<file path="src/rtl/fifo_flex.sv">
// fifo_flex: single-clock FIFO with valid/ready handshakes, show-ahead or
// registered read, arbitrary depth, programmable almost-full/almost-empty
// thresholds, occupancy output, sticky overflow/underflow and sync flush.
module fifo_flex #(
  parameter int WIDTH     = 8,
  parameter int DEPTH     = 16,
  parameter int FWFT      = 1,
  parameter int AF_THRESH = DEPTH - 2,
  parameter int AE_THRESH = 2
) (
  input  logic                       clk,
  input  logic                       rst_n,
  input  logic                       flush,
  input  logic                       clr_err,
  input  logic                       wr_valid,
  input  logic [WIDTH-1:0]           wr_data,
  output logic                       wr_ready,
  input  logic                       rd_ready,
  output logic                       rd_valid,
  output logic [WIDTH-1:0]           rd_data,
  output logic [$clog2(DEPTH+1)-1:0] level,
  output logic                       almost_full,
  output logic                       almost_empty,
  output logic                       overflow,
  output logic                       underflow
);

  localparam int LW = $clog2(DEPTH + 1);
  localparam int PW = $clog2(DEPTH);

  if (DEPTH < 2) begin : g_bad_depth
    $error("fifo_flex: DEPTH must be >= 2");
  end
  if (AF_THRESH < 1 || AF_THRESH > DEPTH) begin : g_bad_af
    $error("fifo_flex: AF_THRESH must be in 1..DEPTH");
  end
  if (AE_THRESH < 0 || AE_THRESH > DEPTH - 1) begin : g_bad_ae
    $error("fifo_flex: AE_THRESH must be in 0..DEPTH-1");
  end

  logic [WIDTH-1:0] mem_q [DEPTH];
  logic [PW-1:0]    wptr_q, wptr_d;
  logic [PW-1:0]    rptr_q, rptr_d;
  logic [LW-1:0]    level_q, level_d;
  logic             af_q, af_d;
  logic             ae_q, ae_d;
  logic             ov_q, ov_d;
  logic             uf_q, uf_d;
  logic             push, pop;

  // Pointers wrap explicitly at DEPTH-1 so any depth works.
  function automatic logic [PW-1:0] ptr_inc(input logic [PW-1:0] p);
    return (p == PW'(DEPTH - 1)) ? '0 : p + PW'(1);
  endfunction

  assign wr_ready = (level_q != LW'(DEPTH));
  assign push     = wr_valid & wr_ready & ~flush;
  assign pop      = rd_ready & (level_q != '0) & ~flush;

  // Next-state for pointers, occupancy, threshold flags and sticky errors.
  always_comb begin
    wptr_d  = wptr_q;
    rptr_d  = rptr_q;
    level_d = level_q;
    if (flush) begin
      wptr_d  = '0;
      rptr_d  = '0;
      level_d = '0;
    end else begin
      if (push) wptr_d = ptr_inc(wptr_q);
      if (pop)  rptr_d = ptr_inc(rptr_q);
      unique case ({push, pop})
        2'b10:   level_d = level_q + LW'(1);
        2'b01:   level_d = level_q - LW'(1);
        default: level_d = level_q;
      endcase
    end
    af_d = (level_d >= LW'(AF_THRESH));
    ae_d = (level_d <= LW'(AE_THRESH));

    // Error setting is suppressed during flush; setting wins over clr_err.
    if (!flush && wr_valid && !wr_ready) ov_d = 1'b1;
    else if (clr_err)                    ov_d = 1'b0;
    else                                 ov_d = ov_q;
    if (!flush && rd_ready && level_q == '0) uf_d = 1'b1;
    else if (clr_err)                        uf_d = 1'b0;
    else                                     uf_d = uf_q;
  end

  // Control state registers with asynchronous active-low reset.
  always_ff @(posedge clk or negedge rst_n) begin
    if (!rst_n) begin
      wptr_q  <= '0;
      rptr_q  <= '0;
      level_q <= '0;
      af_q    <= 1'b0;
      ae_q    <= 1'b1;
      ov_q    <= 1'b0;
      uf_q    <= 1'b0;
    end else begin
      wptr_q  <= wptr_d;
      rptr_q  <= rptr_d;
      level_q <= level_d;
      af_q    <= af_d;
      ae_q    <= ae_d;
      ov_q    <= ov_d;
      uf_q    <= uf_d;
    end
  end

  // Storage array; contents are not reset.
  always_ff @(posedge clk) begin
    if (push) mem_q[wptr_q] <= wr_data;
  end

  if (FWFT != 0) begin : g_fwft
    // Head word shown combinationally; forced to zero while empty.
    always_comb begin
      rd_valid = (level_q != '0);
      rd_data  = rd_valid ? mem_q[rptr_q] : '0;
    end
  end else begin : g_regrd
    logic             rdv_q, rdv_d;
    logic [WIDTH-1:0] rdd_q, rdd_d;

    // Popped word appears one cycle after the pop for exactly one cycle.
    always_comb begin
      rdv_d = pop;
      rdd_d = pop ? mem_q[rptr_q] : rdd_q;
    end

    // Registered read-port state.
    always_ff @(posedge clk or negedge rst_n) begin
      if (!rst_n) begin
        rdv_q <= 1'b0;
        rdd_q <= '0;
      end else begin
        rdv_q <= rdv_d;
        rdd_q <= rdd_d;
      end
    end

    assign rd_valid = rdv_q;
    assign rd_data  = rdd_q;
  end

  assign level        = level_q;
  assign almost_full  = af_q;
  assign almost_empty = ae_q;
  assign overflow     = ov_q;
  assign underflow    = uf_q;

endmodule
</file>
<file path="config.mk">
export PLATFORM = sky130hd
export DESIGN_NAME = fifo_flex
export DESIGN_NICKNAME = d
export VERILOG_FILES = /design/src/rtl/fifo_flex.sv
export SDC_FILE = /design/constraint.sdc
export NUM_CORES = 1
export LEC_CHECK = 0
export ABC_AREA = 1
export ABC_CLOCK_PERIOD_IN_PS = 2910
export CAP_MARGIN = 20
export CORE_UTILIZATION = 53
export CTS_BUF_LIST = sky130_fd_sc_hd__clkbuf_4 sky130_fd_sc_hd__clkbuf_8
export DETAILED_ROUTE_END_ITERATION = 7
export DONT_BUFFER_PORTS = 1
export PLACE_DENSITY_LB_ADDON = 0.08
export SLEW_MARGIN = 20
export SYNTH_ARGS = -nofsm -noshare
export SYNTH_HDL_FRONTEND = slang
export SYNTH_SLANG_ARGS = --single-unit
</file>
<file path="constraint.sdc">
create_clock -name clk -period 2.91 [get_ports clk]
set_input_delay 0.291 -clock clk [delete_from_list [all_inputs] [get_ports clk]]
set_output_delay 0.291 -clock clk [all_outputs]
set_load 0.02 [all_outputs]
</file>
Word level (Yosys, flattened, before mapping)
Memory sizes are Yosys's and may differ from the RTL's.
Index checks and enable logic that the tools add are counted.
- memories kept: 1
- word-level logic and storage cells: 50
- memory bits (writable): 128
- output and inout bits: 19
- register bits after elaboration: 17
- bits of input ports: 14
- $add $sub $neg: 4
- equality and inequality tests: 5
- bitwise gates (word level): 5
- reduce and logical (&&, ||, !) cells: 12
- muxes and demuxes: 14
- $lt $le $gt $ge: 2
- memory list (memory ; words ; width ; read ports ; clocked after Yosys merged registers in ; write ports ; RTL line ; text):
    mem_q ; 16 ; 8 ; 1 ; 0 ; 1 ; 41 ; logic [WIDTH-1:0] mem_q [DEPTH];
- operators with widths (operator ; number):
    $mux W4 ; 6
    $pmux W5 S2 ; 1
    $add A4 B1 Y4 const B ; 2
    $eq A4 B4 Y1 const B ; 2
    $mux W8 ; 1
    $reduce_bool A2 Y1 ; 4
    $add A5 B1 Y5 const B ; 1
    $ge A5 B4 Y1 const B ; 1
    $le A5 B2 Y1 const B ; 1
    $logic_not A5 Y1 ; 1
    $mux W1 ; 5
    $mux W5 ; 1
    $ne A5 B5 Y1 const B ; 1
    $reduce_bool A5 Y1 ; 1
    $sub A5 B1 Y5 const B ; 1
    $and A1 B1 Y1 ; 4
    $logic_and A1 B1 Y1 ; 4
    $eq A2 B1 Y1 const B ; 1
    $eq A2 B2 Y1 const B ; 1
    $logic_not A1 Y1 ; 2
    $not A1 Y1 ; 1

Longest topological paths before layout
Gate-level depths: netlist of run 1.
- depth after elaboration: 7
- depth in mapped cells: 18
- depth with buffers taken out: 18

Least setup slack after synthesis of run 1
No wires, ideal clock.
- path type: flip-flop to flip-flop
- start: register level_q[2], in the netlist level[2]
- end: register ae_q, in the netlist almost_empty
- slack: 0.521 ns
- arrival: 2.325 ns
- setup time: 0.064 ns
- data required time: 2.846 ns
- buffers on the path: 0
- cell stages (with the launch flop): 15
- period minus slack after synthesis: 2.389 ns
- cells stage by stage: dfrtp_1 > nor4_4 > nand2_2 > nand3_2 > ha_1 > nor2_1 > nor2_2 > ha_1 > nor2_1 > nor2_1 > nand2_1 > nor2_1 > a21oi_1 > nand2_1 > nor2_2
- word-level cells in the longest chain between the ends: 7
- elaborated cells between the ends (all ways): 13
- those cells by class: add/sub (2); order compare (1); eq/ne (3); mux (2); bitwise (4); reduce/logical (1)
- ends and longest elaborated chain (what ; RTL line ; text):
    start, declared ; 44 ; logic [LW-1:0] level_q, level_d;
    start signal, assigned ; 103 ; level_q <= level_d;
    $ne A5 B5 Y1 * ; 56 ; assign wr_ready = (level_q != LW'(DEPTH));
    via wr_ready ; 17 ; output logic wr_ready,
    $and A1 B1 Y1 * (2 in series) ; 57 ; assign push = wr_valid & wr_ready & ~flush;
    $eq A2 B1 Y1 or $eq A2 B2 Y1 (tied branches) ; 72 ; unique case ({push, pop})
    $pmux W5 S2 * ; 72 ;
    $mux W5 * ; 65 ; if (flush) begin
    $le A5 B2 Y1 * ; 79 ; ae_d = (level_d <= LW'(AE_THRESH));
    via ae_d ; 46 ; logic ae_q, ae_d;
    end signal, assigned ; 97 ; ae_q <= 1'b1;
    end signal, assigned ; 105 ; ae_q <= ae_d;
    end, declared ; 46 ;
Mark *: on every way through the listed nets, which the timed path passes. The rest lies on a longest branch.
A chain may end at the register's enable or synchronous reset.

Final worst setup path of run 1
Same ends and word-level chain as after synthesis.

==> results.cfg, run 1 <==
[yosys]
yosysTopAreaCell = edfxtp_1
synth_common_cells = edfxtp_1 (128), nand2_1 (125), nor2_1 (63)
synth_seq_area_share = 0.688
syn_nets = 566
synth_seq_cells = 145
async_flop_share = 0.117
ys.flop_type = edfxtp_1
syn_area_per_cell_um2 = 11.4
ys_types = 31
synth_most_common_cell = edfxtp_1
synth_top_area_frac = 0.620
synth_edf_count = 128
syn_inst = 544
synth_area_mm2 = 0.00620
synthTopCellsByArea = edfxtp_1 (62%), nand2_1 (7.6%), dfrtp_1 (6.5%)
yosysWarningCount = 0

[global_route]
grt_pass1_vias = 3798
antenna_found_initial = 0
grt_pass1_wl_um = 20100
grt_max_degree = 68
track_usage = 0.236
overflow = 0

[layout]
diodes = 0
final_cell_area_mm2 = 0.00696
fillCellCount = 963
final_cell_count_no_fill = 732
fin_nets = 598
multi_input_area_mm2 = 0.00170
register_area_mm2 = 0.00427
drive_gt1_frac = 0.127
syn_to_final_growth_pct = 12.1

[timing]
finalCritPeriodShare = 0.903
max_freq_mhz = 381
min_period_ns = 2.63
worstMarginPinSlew_ns = 0.742
maxSlewHeadroom = 0.504
rsz0062_at_grt = no
hold_viol_final = 0
setup_violations = 0
setup_slack_ns = 0.283
final_max_slew_viol_count = 0
clock_skew_ns = 0.00899
tns_ns = 0

[floorplanning]
dieArea_mm2 = 0.0121
die_h_um = 110
fp-row-count = 39
ios = 33
core_mm2 = 0.0114
initial_utilization = 0.543
die_x_um = 110

[route]
vias = 4005
wl_um = 13200
drtIter0Drc = 367
ant_nets = 0
drt_pass1_iterations = 5
drcViolationCount = 0
vias_per_cell = 5.47
wire_per_inst_um = 18.1

[placement]
dp.cells = 688
gp_congestion = 0.895
io_buffers = 0
placed_area_mm2 = 0.00643
pre_cts_slack_ns = 0.284
hpwlAfterDp_um = 8610

[power_and_ir_drop]
p_seq_frac = 0.484
switching_share = 0.303
p_sw_uw = 1510
pwr-share-comb = 0.200
vdd_drop_max_mv = 0.402
powerDensity_mw_per_mm2 = 719
p_clk_frac = 0.316
p_int_uw = 3490
power.leakage_uw = 0.00261

[worst_setup_path]
r2r_start = level[2]$_DFF_PN0_
crit_start = level[2]$_DFF_PN0_
critPathCaptureType = flop
arrival_ns = 3.00
setup.worst_path.class = flop to flop
path_max_fanout = 6
cp.required_ns = 3.29
critPathLaunchType = flop

[clock_network]
cts.sinks = 145
cts-root-buf = clkbuf_8
clock_path_buffers = 2
cts_resized = 0
cts_tree = done
clk_latency_ns = 0.43
postCtsSetupBuffers = 0
cts_htree_levels = 4
cts.reportedPaths.clkPinSlew_ns = 0.07
cts-buffers-inserted = 17

[run_status]
status = finished clean

[min_path]
worstHoldPathType = primary input to flop
min-delay-start = flush

[job]
drv_cap = 0
registers in the layout, summed over array words and instances, names as in the netlist:
| signal | count |
|---|---|
| mem_q | 128 |
| level | 5 |
| rptr_q | 4 |
| wptr_q | 4 |
| almost_empty | 1 |
| almost_full | 1 |
| overflow | 1 |
| underflow | 1 |
cell usage in the layout, fill, tap and decap left out, types with 2 or more instances in the layout:
cell type      instances
xor2_1                 3
nor2_2                 4
clkinv_1               3
o22ai_1               18
dfrtp_1               15
nor3_1                 8
clkinv_2               3
o21ai_0               27
dlygate4sd3_1         12
edfxtp_1             128
o21ai_1               23
nand3_2                2
inv_2                 10
buf_4                 20
nand3_1               16
nand2_2                2
bufinv_16              3
nand2_1              125
clkbuf_8              17
mux2i_1                8
inv_6                  2
clkinv_4               3
nor2_1                63
inv_1                 19
ha_1                   8
a21oi_1               35
metrics by stage:
| step | total power (uW) | util | hold WS, ns |
|---|---|---|---|
| after CTS | 5040 | 0.609 | 0.00512 |
| after detailed placement | 3410 | 0.563 | -0.00424 |
| after global placement | 3410 | 0.563 | -0.00418 |
| after global routing | 5230 | 0.609 | 0.0147 |
| final | 5000 | 0.609 | 0.0417 |
| after floorplan | 3170 | - | -0.00459 |
routing by layer:
metal / up-vias / part of all wire / track usage
met5: - / 0 / 0
met2: 119 / 0.48 / 0.367
met1: 1899 / 0.45 / 0.320
met4: 0 / 0.022 / 0.108
met3: 19 / 0.051 / 0.0506
li1: 1968 / - / -
worst max-delay path, stage by stage, from the launching register on:
cell and delay [ns]:
dfrtp_1 0.52, nor4_4 0.39, nand2_2 0.19, nand3_2 0.13, ha_1 0.29, nand2_1 0.07, inv_1 0.09, nor2_2 0.05
ha_1 0.17, inv_1 0.07, nand2_1 0.07, nand3_1 0.10, nand2_1 0.05, nand2_1 0.05, nand3_1 0.08, nand2_1 0.11
nand2_1 0.07, nor2_2 0.07
power groups by stage:
stage	Sequential (uW)	Clock, uW	Combinational, uW
finish	2420	1580	1000
global route	2430	1700	1100
CTS	2420	1630	998
detailed placement	2460	0	950
global placement	2470	0	940
floorplan	2460	0	715
timing repair:
item,4_1_cts,5_1_grt
setup endpoints to repair,0,0
hold buffers,12,0
endpoints found under the hold margin,148,0
area by class of cell:
class                   instances  area share
clock buffers                  18      0.0347
repair buffers                 33      0.0417
flip-flops and latches        145       0.614
multi-input cells             349       0.244
clock inverters                14      0.0236
inverters                      30      0.0162
well taps                     143      0.0257
cells by family after synthesis:
family | after synthesis | share of synthesized area
simple gates | 225 | 0.151
flops | 145 | 0.688
compound gates | 104 | 0.0881
buf+inv | 50 | 0.0381
mux | 8 | 0.0129
fa+ha+maj | 8 | 0.0161
xor+xnor | 4 | 0.00565
worst paths after layout:
| path | end | slack, ns | depth (start not counted) |
|---|---|---|---|
| max | almost_empty$_DFF_PN1_ | 0.28 | 17 |
| max reg2reg | almost_empty$_DFF_PN1_ | 0.28 | 17 |
| max in group asynchronous | rptr_q[0]$_DFFE_PN0P_ | 2.04 | 1 |
| min in group asynchronous | wptr_q[0]$_DFFE_PN0P_ | 0.36 | 1 |
| min reg2reg | wptr_q[1]$_DFFE_PN0P_ | 0.64 | 2 |
| min | level[3]$_DFF_PN0_ | 0.04 | 3 |
Power figures use the tool's default switching activity.
==> run 2: changes to the inputs <==
GPL_TIMING_DRIVEN = 1   (was not set)
SKIP_LAST_GASP = 1   (was not set)
==> results of run 2 <==
Same layout as run 1: the final DEF is identical, and so are final timing and power.
==> run 3: changes to the inputs <==
CTS_CLUSTER_SIZE = 24   (was not set)
==> results of run 3 <==
Same layout as run 1: the final DEF is identical, and so are final timing and power.
